## src/rtl/turf_cin_align.sv

```systemverilog
// rtl/turf_cin_align.sv - TURF CIN receive training, bitslip control and 32-bit word framing
module turf_cin_align #(
  parameter logic [31:0] TRAIN_PATTERN = 32'hA55A6996,
  parameter int          LOCK_COUNT    = 16,
  parameter int          SEARCH_CYCLES = 16,
  parameter int          BITSLIP_WAIT  = 4
) (
  input  logic        rxclk_i,
  input  logic        rst_n_i,
  input  logic [3:0]  cin_i,
  input  logic        align_en_i,
  output logic        bitslip_o,
  output logic [31:0] cin_word_o,
  output logic        cin_valid_o,
  output logic        locked_o,
  output logic        align_err_o,
  output logic [1:0]  slip_count_o
);

  localparam int TW = $clog2(SEARCH_CYCLES + BITSLIP_WAIT) + 1;

  typedef enum logic [2:0] {
    S_IDLE, S_SEARCH, S_SLIP, S_SLIP_WAIT, S_VERIFY, S_LOCKED
  } state_t;

  state_t        state, state_nxt;
  logic [31:0]   sr;
  logic [2:0]    ph;
  logic [TW-1:0] timer;
  logic [7:0]    match_cnt;
  logic [2:0]    slip_cnt;
  logic          match, boundary, search_to, wait_done, lock_hit;

  assign match     = (sr == TRAIN_PATTERN);
  assign boundary  = (ph == 3'd0);
  assign search_to = (timer == TW'(SEARCH_CYCLES - 1));
  assign wait_done = (timer == TW'(BITSLIP_WAIT - 1));
  assign lock_hit  = (match_cnt >= 8'(LOCK_COUNT - 1));

  always_ff @(posedge rxclk_i or negedge rst_n_i) begin
    if (!rst_n_i) state <= S_IDLE;
    else          state <= state_nxt;
  end

  always_comb begin
    state_nxt = state;
    if (!align_en_i) begin
      state_nxt = S_IDLE;
    end else begin
      case (state)
        S_IDLE:      state_nxt = S_SEARCH;
        S_SEARCH:    if (match) state_nxt = S_VERIFY;
                     else if (search_to) state_nxt = S_SLIP;
        S_SLIP:      state_nxt = S_SLIP_WAIT;
        S_SLIP_WAIT: if (wait_done) state_nxt = S_SEARCH;
        S_VERIFY:    if (boundary) begin
                       if (!match) state_nxt = S_SEARCH;
                       else if (lock_hit) state_nxt = S_LOCKED;
                     end
        S_LOCKED:    state_nxt = S_LOCKED;
        default:     state_nxt = S_IDLE;
      endcase
    end
  end

  always_comb begin
    bitslip_o = 1'b0;
    locked_o  = 1'b0;
    if (state == S_SLIP)   bitslip_o = 1'b1;
    if (state == S_LOCKED) locked_o  = 1'b1;
  end

  // The phase counter is re-anchored on the first match so ph==0 marks a full word in sr.
  always_ff @(posedge rxclk_i or negedge rst_n_i) begin
    if (!rst_n_i) begin
      sr           <= '0;
      ph           <= '0;
      timer        <= '0;
      match_cnt    <= '0;
      slip_cnt     <= '0;
      slip_count_o <= '0;
      align_err_o  <= 1'b0;
      cin_word_o   <= '0;
      cin_valid_o  <= 1'b0;
    end else begin
      sr          <= {cin_i, sr[31:4]};
      cin_valid_o <= 1'b0;
      if (!align_en_i) begin
        ph           <= '0;
        timer        <= '0;
        match_cnt    <= '0;
        slip_cnt     <= '0;
        slip_count_o <= '0;
        align_err_o  <= 1'b0;
      end else begin
        ph    <= ph + 3'd1;
        timer <= timer + TW'(1);
        case (state)
          S_IDLE: timer <= '0;
          S_SEARCH: begin
            if (match) begin
              ph        <= 3'd1;
              match_cnt <= 8'd1;
              slip_cnt  <= '0;
            end
          end
          S_SLIP: begin
            timer        <= '0;
            slip_count_o <= slip_count_o + 2'd1;
            if (slip_cnt == 3'd3) begin
              slip_cnt    <= '0;
              align_err_o <= 1'b1;
            end else begin
              slip_cnt <= slip_cnt + 3'd1;
            end
          end
          S_SLIP_WAIT: if (wait_done) timer <= '0;
          S_VERIFY: begin
            if (boundary) begin
              if (match) begin
                match_cnt <= match_cnt + 8'd1;
              end else begin
                match_cnt <= '0;
                timer     <= '0;
              end
            end
          end
          S_LOCKED: begin
            if (boundary) begin
              cin_word_o  <= sr;
              cin_valid_o <= 1'b1;
            end
          end
          default: ;
        endcase
      end
    end
  end

endmodule

```

## config.mk

```make
export PLATFORM = sky130hd
export DESIGN_NAME = turf_cin_align
export DESIGN_NICKNAME = d
export VERILOG_FILES = /design/src/rtl/turf_cin_align.sv
export SDC_FILE = /design/constraint.sdc
export NUM_CORES = 1
export LEC_CHECK = 0
export ABC_AREA = 1
export BUFFER_PORTS_ARGS = -buffer_cell sky130_fd_sc_hd__buf_2
export CORE_UTILIZATION = 45
export DETAILED_ROUTE_END_ITERATION = 10
export HOLD_SLACK_MARGIN = 0.06
export PLACE_DENSITY = 0.64
export SLEW_MARGIN = 25
export SYNTH_ARGS = -nofsm -noshare
export SYNTH_HDL_FRONTEND = slang
export SYNTH_SLANG_ARGS = --single-unit
export TNS_END_PERCENT = 100
```

## constraint.sdc

```tcl
create_clock -name rxclk_i -period 1.91 [get_ports rxclk_i]
set_clock_uncertainty 0.2 [all_clocks]
set_input_delay 0.0955 -clock rxclk_i [delete_from_list [all_inputs] [get_ports rxclk_i]]
set_output_delay 0.0955 -clock rxclk_i [all_outputs]
set_load 0.05 [all_outputs]
```

==> results.cfg <==
[routing]
firstDrtPassIters = 4
detail_route.iter0.violations = 154
post_drt_wl_per_cell_um = 11.9
drc = 0
avgViaCountPerCell = 4.75
ant_nets = 0
drt_wl_total_um = 6820
vias = 2711

[yosys]
yosys_warnings = 0
synth_area_um2 = 3890
synthCells = 402
synth_nets = 414
ys_seq_area_share_pct = 58.6
yosys_register_bits = 91
avgSynthCellArea_um2 = 9.67
yosysUniqueCellTypes = 27

[outcome]
status = completed

[die]
ioPinCount = 45
start_util_pct = 46.8
die_area_um2 = 9010
row_count = 33
die_height_um = 94.9
core_area_um2 = 8300
die_w_um = 94.9

[critical_path]
crit_required_ns = 1.99
crit_arrival_ns = 1.83
end_kind = flip-flop
crit_fanout = 5
criticalPathCategory = reg2reg
startpoint_type = flip-flop

[power_and_ir_drop]
power_frac_clock_pct = 29.2
internal_power_mw = 2.75
ir_worst_vdd_mv = 0.392
power_mw = 4.05
power_density_nw_per_um2 = 901
combPwrFrac_pct = 18.0
p_seq_share_pct = 52.8
p_sw_share_pct = 32.1
switchingPower_mw = 1.30
power_leakage_nw = 2.35

[sta]
period_share_pct = 91.7
worstMarginPinSlew_ns = 0.434
fmax_mhz = 571
min_period_ns = 1.75
finalMaxSlewViolations = 0
finalWorstSetupSlack_ns = 0.158
rsz0062_at_grt = false
setup_tns_ns = 0
setup_viol = 0
slew_headroom_pct = 71.0
final_hold_viol_count = 0

[cts]
clock_sinks = 91
h-tree-depth = 3
post-cts-setup-buffer-count = 0
cts-root-buf = clkbuf_8
clock_path_buffers = 2
clkLatencyLatePin_ns = 0.36
cts_buffers = 9
cts_tree = yes
clk_pin_slew_worst_paths_ns = 0.09

[placement]
dp_hpwl_um = 4870
io_buffer_count = 44
dpl-instance-area_um2 = 4240
pre_cts_ws_ns = 0.126
globalplace.congestion = 0.818

[grt]
first_global_vias = 2549
grt.total_usage_pct = 16.7
grt_max_degree = 47
antenna_found_initial = 0
grt-ovfl-total = 0
grt_pass1_wl_um = 11500

[final_layout]
antennaDiodeCount = 0
area.growth.synth_to_final_pct = 15.6
fin_area_um2 = 4490
layout-drive-gt1-share_pct = 28.8
final_nets = 473

[run]
drv_cap = 0

[hold_path]
hold_class = in2reg
cells in the mapped netlist, drive strengths merged:
cell	number	area share, %
xnor2	3	0.68
inv	45	4.3
o21a	1	0.19
nand2	130	14
buf	9	2.2
dfrtp	91	59
a21oi	5	0.64
nor3	9	1.7
nand3	27	3.9
nor2	42	4.9
a32o	1	0.26
xor2	7	1.6
ha	5	1.6
o21ai	27	5.3
metal layers:
metal  GRT usage, %  vias up  part of all wire [%]
li1               -     1373                     -
met1           21.7     1286                    48
met2           27.3       40                    48
met3           3.14       12                   2.9
met4           7.20        0                   1.9
met5              0        -                     0
critical path, cell delays in order (launching register included):
cell and delay, ns:
dfrtp_1 0.41, nor2_1 0.10, nand2_1 0.09, inv_2 0.05, nand2_1 0.06, nor2_2 0.16
nand2_2 0.11, nand2_2 0.11, nand2_4 0.11, nor2_8 0.16, nand2_2 0.06, o21ai_2 0.05
per-stage QoR:
step	hold slack [ns]	std cells	utilization, %
2_1_floorplan	-0.400	402	-
3_3_place_gp	-0.130	548	51.1
3_5_place_dp	-0.125	548	51.1
4_1_cts	0.163	571	54.0
5_1_grt	0.159	571	54.2
6_report	0.177	571	54.2
registers in the layout (all words and copies together) (netlist names):
| signal | flops |
|---|---|
| ph | 3 |
| cin_valid_o | 1 |
| sr | 32 |
| slip_count_o | 2 |
| match_cnt | 8 |
| timer | 6 |
| align_err_o | 1 |
| slip_cnt | 3 |
| cin_word_o | 32 |
| state | 3 |
kinds of logic (layout without fill, tap and decap cells):
kind of cell	after synthesis	after routing	synth area share [%]
buffers and inverters	54	118	6.54
xor gates and xnor gates	10	10	2.25
AOI/OAI and AO/OA	34	34	6.41
adders and majority gates	5	5	1.61
and+or+nand+nor	208	208	24.6
DFF	91	91	58.6
power groups by stage:
stage          clock [mW]  combinational [mW]  sequential [mW]
6_report             1.18               0.728             2.14
5_1_grt              1.30               0.812             2.15
4_1_cts              1.23               0.731             2.14
3_5_place_dp            0               0.718             2.17
3_3_place_gp            0               0.702             2.17
2_1_floorplan           0               0.450             2.24
layout make-up:
cell class | count | area (um^2)
multi-input combinational | 257 | 1360
fill | 746 | 3800
inverter | 45 | 169
clock inverter | 6 | 50.0
tap | 105 | 131
clock buffer | 10 | 128
sequential | 91 | 2280
timing repair buffer | 57 | 375
cells in the final DEF, fill, tap and decap left out, drive strengths merged, types with 7 or more instances in the layout:
| master | synthesis | final |
|---|---|---|
| nor3 | 9 | 9 |
| nand3 | 27 | 27 |
| nand2 | 130 | 130 |
| xor2 | 7 | 7 |
| clkbuf | 0 | 10 |
| dlygate4sd3 | 0 | 7 |
| buf | 9 | 50 |
| nor2 | 42 | 42 |
| dfrtp | 91 | 91 |
| o21ai | 27 | 27 |
| inv | 45 | 47 |
path summary, 6_finish.rpt:
| check | startpoint | endpoint | slack [ns] | cells past startpoint |
|---|---|---|---|---|
| worst max-delay path | sr[28]$_DFF_PN0_ | match_cnt[6]$_DFFE_PN0P_ | 0.16 | 11 |
| worst min-delay path | cin_i[0] | sr[28]$_DFF_PN0_ | 0.18 | 2 |
| worst max register to register | sr[28]$_DFF_PN0_ | match_cnt[6]$_DFFE_PN0P_ | 0.16 | 11 |
| worst min register to register | sr[23]$_DFF_PN0_ | sr[19]$_DFF_PN0_ | 0.21 | 0 |
| max in group asynchronous | rst_n_i | state[2]$_DFFE_PN0P_ | 0.42 | 4 |
| min in group asynchronous | rst_n_i | cin_word_o[12]$_DFFE_PN0P_ | 0.55 | 3 |
repair_timing:
item,in CTS,in global routing
setup endpoints to repair,0,11
resized for setup,0,3
hold buffers,7,0
endpoints found under the hold margin,106,0
No activity file was read; power rests on OpenSTA's default activity.
